### config.mk
export PLATFORM = sky130hd
export DESIGN_NAME = cla_word_adder_sequencer
export DESIGN_NICKNAME = d
export VERILOG_FILES = /design/src/rtl/cla_seq_pkg.sv /design/src/rtl/four_bit_carry_lookahead_adder.sv /design/src/rtl/cla_word_adder_sequencer.sv
export SDC_FILE = /design/constraint.sdc
export NUM_CORES = 1
export LEC_CHECK = 0
export CAP_MARGIN = 0
export CORE_ASPECT_RATIO = 0.5
export CORE_UTILIZATION = 45
export CTS_CLUSTER_SIZE = 40
export DETAILED_ROUTE_END_ITERATION = 7
export GPL_TIMING_DRIVEN = 0
export PLACE_DENSITY = 0.7
export SYNTH_ARGS = -nofsm -noshare
export SYNTH_HDL_FRONTEND = slang
export SYNTH_SLANG_ARGS = --single-unit
### constraint.sdc
create_clock -name clk -period 1.8 [get_ports clk]
set_input_delay 0.18 -clock clk [delete_from_list [all_inputs] [get_ports clk]]
set_output_delay 0.18 -clock clk [all_outputs]
set_load 0.1 [all_outputs]
### src/rtl/cla_seq_pkg.sv
// cla_seq_pkg: shared nibble width and sequencer state encoding
package cla_seq_pkg;
  localparam int NIBBLE_W = 4;
  typedef enum logic [1:0] {IDLE, RUN, DONE} seq_state_t;
endpackage

### src/rtl/four_bit_carry_lookahead_adder.sv
// four_bit_carry_lookahead_adder: 4-bit adder with flattened generate/propagate carry lookahead
module four_bit_carry_lookahead_adder (
  input  logic [3:0] X,
  input  logic [3:0] Y,
  input  logic       Ci,
  output logic [3:0] S,
  output logic       Co
);
  logic [3:0] g, p;
  logic [4:0] c;
  assign g = X & Y;
  assign p = X ^ Y;
  assign c[0] = Ci;
  assign c[1] = g[0] | (p[0] & c[0]);
  assign c[2] = g[1] | (p[1] & g[0]) | (p[1] & p[0] & c[0]);
  assign c[3] = g[2] | (p[2] & g[1]) | (p[2] & p[1] & g[0]) | (p[2] & p[1] & p[0] & c[0]);
  assign c[4] = g[3] | (p[3] & g[2]) | (p[3] & p[2] & g[1]) | (p[3] & p[2] & p[1] & g[0])
              | (p[3] & p[2] & p[1] & p[0] & c[0]);
  assign S  = p ^ c[3:0];
  assign Co = c[4];
endmodule

### src/rtl/cla_word_adder_sequencer.sv
// cla_word_adder_sequencer: word-width add by reusing one 4-bit CLA, one nibble per clock, LSB first
module cla_word_adder_sequencer
  import cla_seq_pkg::*;
#(
  parameter int NIBBLES = 4
) (
  input  logic                    clk,
  input  logic                    rst,
  input  logic                    start,
  input  logic [4*NIBBLES-1:0]    a,
  input  logic [4*NIBBLES-1:0]    b,
  input  logic                    cin,
  output logic                    busy,
  output logic                    done,
  output logic [4*NIBBLES-1:0]    sum,
  output logic                    cout,
  output logic                    ovf
);
  localparam int W  = NIBBLE_W * NIBBLES;
  localparam int IW = NIBBLES > 1 ? $clog2(NIBBLES) : 1;
  seq_state_t state_q;
  logic [W-1:0] a_q, b_q, acc_q, sum_q;
  logic [W+3:0] acc_cat;
  logic [W-1:0] acc_d;
  logic [IW-1:0] idx_q;
  logic c_q, cout_q, ovf_q, co, last, ovf_d;
  logic [3:0] s;
  four_bit_carry_lookahead_adder u_cla (a_q[3:0], b_q[3:0], c_q, s, co);
  assign acc_cat = {s, acc_q};
  assign acc_d   = acc_cat[W+3:4];
  assign last    = idx_q == IW'(NIBBLES - 1);
  // On the last step the low nibbles of the shift registers hold the operands' top nibbles
  assign ovf_d   = (a_q[3] == b_q[3]) && (s[3] != a_q[3]);
  always_ff @(posedge clk) begin
    if (rst) begin
      state_q <= IDLE;
      a_q     <= '0;
      b_q     <= '0;
      acc_q   <= '0;
      sum_q   <= '0;
      c_q     <= 1'b0;
      cout_q  <= 1'b0;
      ovf_q   <= 1'b0;
      idx_q   <= '0;
    end else if (state_q == IDLE) begin
      if (start) begin
        a_q     <= a;
        b_q     <= b;
        c_q     <= cin;
        idx_q   <= '0;
        state_q <= RUN;
      end
    end else if (state_q == RUN) begin
      a_q   <= a_q >> NIBBLE_W;
      b_q   <= b_q >> NIBBLE_W;
      acc_q <= acc_d;
      c_q   <= co;
      idx_q <= idx_q + 1'b1;
      if (last) begin
        sum_q   <= acc_d;
        cout_q  <= co;
        ovf_q   <= ovf_d;
        state_q <= DONE;
      end
    end else begin
      state_q <= IDLE;
    end
  end
  assign busy = state_q == RUN;
  assign done = state_q == DONE;
  assign sum  = sum_q;
  assign cout = cout_q;
  assign ovf  = ovf_q;
endmodule

==> summary.md, run 1 <==
| Metric | Value |
|---|---|
| Root Driver | clkbuf_16 |
| Via count | 2860 |
| H-tree levels | 3 |
| Pin count of the biggest net entering global routing | 13 |
| Synthesized area | 0.00306 mm2 |
| Hold Vio Cnt, Final | 0 |
| Mean post-synth cell area | 8.54 um2 |
| Grt ovf | 0 |
| TritonRoute pass-1 iters | 5 |
| Layout cells sized above 1 | 0.138 |
| Post-synthesis sequential area ratio | 0.439 |
| Clock sink total | 67 |
| CP endpoint kind | primary output |
| Slew Limit Headroom | 0.362 |
| Fin crit period | 1.72 ns |
| Max Cap Violations | 0 |
| Post-CTS setup buffers | 0 |
| I/O Buffers | 55 |
| Post-detailed-placement half-perimeter wirelength | 5.40 mm |
| Fmax | 0.580 GHz |
| Diodes inserted | 0 |
| GP Congestion | 0.837 |
| Effective utilization at floorplan | 0.485 |
| Met2 usage | 0.383 |
| CP delay by family, top | buffers and inverters |
| Via-to-Cell Ratio | 5.53 |
| Synth warnings | 0 |
| Clk_lat worst skew | 0.33 ns |
| Cell Area, Placed | 0.00372 mm2 |
| VDD IR max | 0.783 mV |
| Worst Hold Class | in2reg |
| Hold WS | 0.420 ns |
| Drt initial violations | 215 |
| Pleak | 1.59 nW |
| Clock buffer depth | 2 |
| TritonCTS buffer count | 9 |
| Post-Synthesis Net Count | 400 |
| Startpoint types | flip-flop |
| # rows | 20 |
| RSZ-0062 raised after global routing | false |
| Clk pin slew, worst setup/hold paths | 0.06 ns |
| Register area | 0.00134 mm2 |
| Vias in the first global route | 2688 |
| Synth-to-Final Area Change | 32.5% |
| WP data required | 1.62 ns |
| Met3 Use GR | 0.0601 |
| Placed cells | 501 |
| Initial antenna violation count | 0 |
| Post-Route Setup TNS | 0 ns |
| TritonCTS clock tree | yes |
| Max Slew Vio Count | 0 |
| Post-DRT Antenna Nets | 0 |
| CTS Hold Bufs | 0 |
| Crit path max fanout | 2 |
| Unique cell type count in the Yosys netlist | 48 |
| Routed WL | 7.68 mm |
| Outcome | finished clean |
| DIE AREA | 0.00715 mm2 |
| CP max stage cell | dlygate4sd2_1 |
| Pwr/cell area | 1000 mW/mm2 |
| Non-Filler Instances | 517 |
| Mapped Cells | 358 |
| Busiest metal layer after global routing | met2 |
| CP arrival | 1.54 ns |
| DRC Markers | 0 |
| Die span in y | 60.3 um |
| Met1 Use GR | 0.278 |
| Synth Register Bits | 67 |
| Chip Width | 119 um |
| WL/cell | 14.9 um |
| Fin util | 0.642 |
| Final setup violating endpoints | 0 |
| CP max stage delay | 0.86 ns |
| Layout Nets | 466 |
| Multi-input gate area | 0.00153 mm2 |
| Finished layout cell area | 0.00405 mm2 |
| CP bufs+invs | 1 |
| Overall Global Routing Usage | 0.227 |
| Crit-path cells | dlygate4sd2_1 |
| First-pass GRT wire length | 12.5 mm |
| Period utilization | 0.958 |
| Fillers | 547 |
| Max Clock Skew | 0.00322 ns |
| Worst Tran Pin Value | 0.960 ns |
| # IOs | 56 |
| Critical path class | reg2out |
| Core area | 0.00631 mm2 |
-- final timing paths --
path	start	end	depth (start not counted)	slack, ns
setup / recovery	sum[14]$_SDFFE_PP0P_	sum[14]	1	0.08
hold / removal	b[2]	b_q[2]$_SDFFE_PP0P_	3	0.42
setup reg to reg	a_q[0]$_SDFFE_PP0P_	sum[14]$_SDFFE_PP0P_	4	0.15
hold reg to reg	sum[2]$_SDFFE_PP0P_	sum[2]$_SDFFE_PP0P_	2	0.45
-- state kept, by name (all words and copies together) (netlist names) --
register,cells
a_q,16
state_q,2
c_q,1
b_q,16
acc_q,12
idx_q,2
sum,16
ovf,1
cout,1
-- cell families after synthesis --
family / share of synthesized area
mux: 0.00655
simple gates: 0.203
flops: 0.439
fa+ha+maj: 0.0270
compound gates: 0.259
buf+inv: 0.0630
xor+xnor: 0.00286
-- synth_stat cells, drive strengths merged --
master   count  share of area
nand3b       4          0.011
a211oi       4          0.011
o311a        1         0.0033
a21oi       29          0.047
nor3b        1         0.0025
nor2        38          0.047
o22ai        1         0.0020
inv          6         0.0074
nor2b        4         0.0082
a211o        1         0.0029
o21ba        1         0.0053
nand4b       2         0.0057
dfxtp       67           0.44
nand4        4         0.0082
ha           5          0.020
nand3        6         0.0098
o41ai        2          0.011
fa           1         0.0065
a32oi        5          0.014
xnor2        1         0.0029
clkinv       1         0.0012
mux2i        2         0.0065
nor3         2         0.0033
and3b        1         0.0029
o21ai       25          0.041
nand2b       4         0.0090
a311oi      24          0.089
nor4b        1         0.0029
a22oi        1         0.0025
o21a         1         0.0025
o31a         1         0.0029
o2111ai      3         0.0086
clkbuf       6         0.0074
or4b         1         0.0033
o21bai       2         0.0049
or2          1         0.0020
buf         24          0.047
nand2       71          0.087
a21o         4         0.0098
-- metrics by stage --
step	setup WS (ns)	power, mW
detailed placement	-0.595	2.13
CTS	0.0118	4.06
global route	0.0355	4.18
floorplan	0.121	1.95
global placement	-0.601	2.11
finish	0.0752	4.07
-- area by class of cell --
class	instances	area share
Multi-Input combinational cell	254	0.378
Sequential cell	67	0.331
Timing Repair Buffer	55	0.131
Clock buffer	11	0.0624
Buffer	30	0.0417
Tap cell	88	0.0272
Clock inverter	5	0.0210
Inverter	7	0.00741
-- report_power, final --
group	internal [mW]	switching, mW
Sequential	1.56	0.0532
Combinational	0.221	0.278
Clock	1.29	0.663
Total	3.07	0.994
-- per-layer routing --
layer | routed length, um | part of all wire
met4 | 215 | 0.028
met2 | 3440 | 0.45
met5 | 0 | 0
met3 | 374 | 0.049
met1 | 3650 | 0.48
-- cells in the final DEF, fill, tap and decap left out, types with 4 or more instances in the layout --
master / count
a21o_1: 4
o21ai_0: 24
a21oi_1: 29
nand3_1: 6
inv_1: 5
a311oi_1: 14
nor2_1: 37
ha_1: 5
clkbuf_16: 9
nand4_1: 4
nand2_1: 71
buf_4: 5
clkbuf_1: 6
dlygate4sd2_1: 18
buf_6: 5
a311oi_2: 10
buf_2: 12
a32oi_1: 5
clkdlybuf4s50_1: 35
dfxtp_1: 66
buf_1: 4
-- timing repair --
action | CTS | global route
gates resized for setup | 32 | 4
hold endpoints to repair | 0 | 0
endpoints found under the setup margin | 20 | 2
Power figures use the tool's default switching activity.
==> inputs of run 2 (changes only) <==
Settings changed: GPL_ROUTABILITY_DRIVEN set to 0, RECOVER_POWER set to 25.
==> summary.md, run 2 (same netlist as run 1, synthesis figures left out) <==
| Metric | Value |
|---|---|
| Crit-path cells | dlygate4sd2_1 |
| Fillers | 549 (+0.37%) |
| Worst Tran Pin Value | 0.960 ns (-0.0000183 ns) |
| Crit path max fanout | 2 (unchanged) |
| Slew Limit Headroom | 0.362 (about the same) |
| CP bufs+invs | 1 (unchanged) |
| RSZ-0062 raised after global routing | false |
| Cell Area, Placed | 0.00372 mm2 (unchanged) |
| CP delay by family, top | buffers and inverters |
| Clock sink total | 67 (unchanged) |
| CP arrival | 1.54 ns (about the same) |
| Synth-to-Final Area Change | 32.2% |
| Root Driver | clkbuf_16 |
| Period utilization | 0.956 (-0.00181) |
| TritonRoute pass-1 iters | 5 (unchanged) |
| Startpoint types | flip-flop |
| Sw frac | 0.242 (-0.00232) |
| Critical path class | reg2out |
| Clock Power Share | 0.480 (about the same) |
| Sequential share of power | 0.398 (about the same) |
| Outcome | finished clean |
| Hold Vio Cnt, Final | 0 (unchanged) |
| R2R Setup Slk | 0.16 ns (about the same) |
| R2R cell count | 4 (unchanged) |
| Grt ovf | 0 (unchanged) |
| Commonest non-fill, non-tap cell in the layout | nand2_1 |
| Clock buffer depth | 2 (unchanged) |
| Via-to-Cell Ratio | 5.52 (-0.17%) |
| TritonCTS clock tree | yes |
| DRC Markers | 0 (unchanged) |
| Pwr Total | 4.05 mW (-0.37%) |
| Max Cap Violations | 0 (unchanged) |
| Diodes inserted | 0 (unchanged) |
| Fmax | 0.581 GHz (+0.19%) |
| CP max stage cell | dlygate4sd2_1 |
| CP Capture Point | sum[14] |
| CP endpoint kind | primary output |
| WL/cell | 14.8 um (-0.65%) |
| # IOs | 56 (unchanged) |
| Die span in y | 60.3 um (unchanged) |
| Drt initial violations | 210 (-2.3%) |
| Logic pwr share | 0.122 (about the same) |
| FF-to-FF Start | a_q[0]$_SDFFE_PP0P_ |
| Finished layout cell area | 0.00404 mm2 (-0.19%) |
| Effective utilization at floorplan | 0.485 (unchanged) |
| WP data required | 1.62 ns (about the same) |
| I/O Buffers | 55 (unchanged) |
| Worst Hold Class | in2reg |
| Pleak | 1.58 nW (-0.21%) |
| Worst path depth | 1 (unchanged) |
| Pin count of the biggest net entering global routing | 13 (unchanged) |
| Crit path launch | sum[14]$_SDFFE_PP0P_ |
| Most frequent cells in the layout | 71 x nand2_1, 66 x dfxtp_1, 37 x nor2_1, 34 x clkdlybuf4s50_1, 29 x a21oi_1 |
| Clk_lat worst skew | 0.33 ns (about the same) |
| Final setup violating endpoints | 0 (unchanged) |
| Clk pin slew, worst setup/hold paths | 0.06 ns (about the same) |
| Routed WL | 7.63 mm (-0.65%) |
| Vias in the first global route | 2688 (unchanged) |
| Layout Nets | 466 (unchanged) |
| P_int | 3.07 mW (about the same) |
| Min-delay src | b[2] |
| VDD IR max | 0.777 mV (-0.75%) |
| Fin crit period | 1.72 ns (-0.00325 ns) |
| TritonCTS buffer count | 9 (unchanged) |
| Post-DRT Antenna Nets | 0 (unchanged) |
| Pwr/cell area | 1000 mW/mm2 (-0.18%) |
| Layout cells sized above 1 | 0.133 (-0.00466) |
| Initial antenna violation count | 0 (unchanged) |
| Chip Width | 119 um (unchanged) |
| Hold depth | 3 (unchanged) |
| Final setup margin | 0.0784 ns (+0.00325 ns) |
| CTS Hold Bufs | 0 (unchanged) |
| # rows | 20 (unchanged) |
| Worst r2r dst | sum[14]$_SDFFE_PP0P_ |
| Post-detailed-placement half-perimeter wirelength | 5.40 mm (unchanged) |
| First-pass GRT wire length | 12.5 mm (unchanged) |
| Sw power | 0.981 mW (-1.3%) |
| CP max stage delay | 0.86 ns (about the same) |
| Overall Global Routing Usage | 0.227 (unchanged) |
| Max Clock Skew | 0.00509 ns (+0.00187 ns) |
| H-tree levels | 3 (unchanged) |
| Pre-CTS WS | -0.595 ns (unchanged) |
| DIE AREA | 0.00715 mm2 (unchanged) |
| Max Slew Vio Count | 0 (unchanged) |
| Via count | 2855 (-0.17%) |
| Core area | 0.00631 mm2 (unchanged) |
run 2: how the worst min path moves through the flow:
stage | to | slack (ns)
3_3_place_gp | sum[8]$_SDFFE_PP0P_ | 0.44
6_report | b_q[2]$_SDFFE_PP0P_ | 0.42
5_1_grt | b_q[7]$_SDFFE_PP0P_ | 0.46
2_1_floorplan | a_q[0]$_SDFFE_PP0P_ | 0.34
3_5_place_dp | sum[2]$_SDFFE_PP0P_ | 0.45
4_1_cts | b_q[2]$_SDFFE_PP0P_ | 0.42
run 2: cell type report:
type	instances	area [um2]	area share
plain buffers	30	168	0.0415
clock buffers	11	253	0.0625
clock inverters	5	85.1	0.0210
inverters	7	30.0	0.00743
multi-input cells	254	1530	0.377
flip-flops and latches	67	1340	0.332
well taps	88	110	0.0272
repair buffers	55	531	0.131
run 2: per-layer routing:
layer / wire (um) / vias up / global-route usage
li1: - / 1410 / -
met1: 3670 / 1340 / 0.278
met2: 3480 / 91 / 0.383
met3: 343 / 14 / 0.0601
met4: 140 / 0 / 0.103
met5: 0 / - / 0
run 2: power groups by stage:
stage	Sequential (mW)	Combinational, mW	Clock, mW
2_1_floorplan	1.63	0.325	0
3_3_place_gp	1.64	0.474	0
3_5_place_dp	1.64	0.486	0
4_1_cts	1.61	0.492	1.96
5_1_grt	1.62	0.540	2.02
6_report	1.61	0.495	1.94
run 2: timing repair:
item,CTS,global route
resized for setup,32,4
endpoints found under the hold margin,0,0
setup buffers,0,0
setup endpoints to repair,20,2
run 2: through the flow:
stage / utilization / TNS, ns / instances / hold slack, ns
final: 0.641 / 0 / 517 / 0.423
after global routing: 0.641 / 0 / 517 / 0.455
after detailed placement: 0.590 / -1.08 / 501 / 0.446
after global placement: 0.590 / -1.08 / 501 / 0.444
after floorplan: - / 0 / 358 / 0.339
after CTS: 0.640 / 0 / 517 / 0.421
run 2: worst reg2reg max path: stages, from the launching register on:
cell and delay (ns):
dfxtp_1 0.34, ha_1 0.36, a211oi_2 0.40, nor2_1 0.15, o41ai_2 0.31
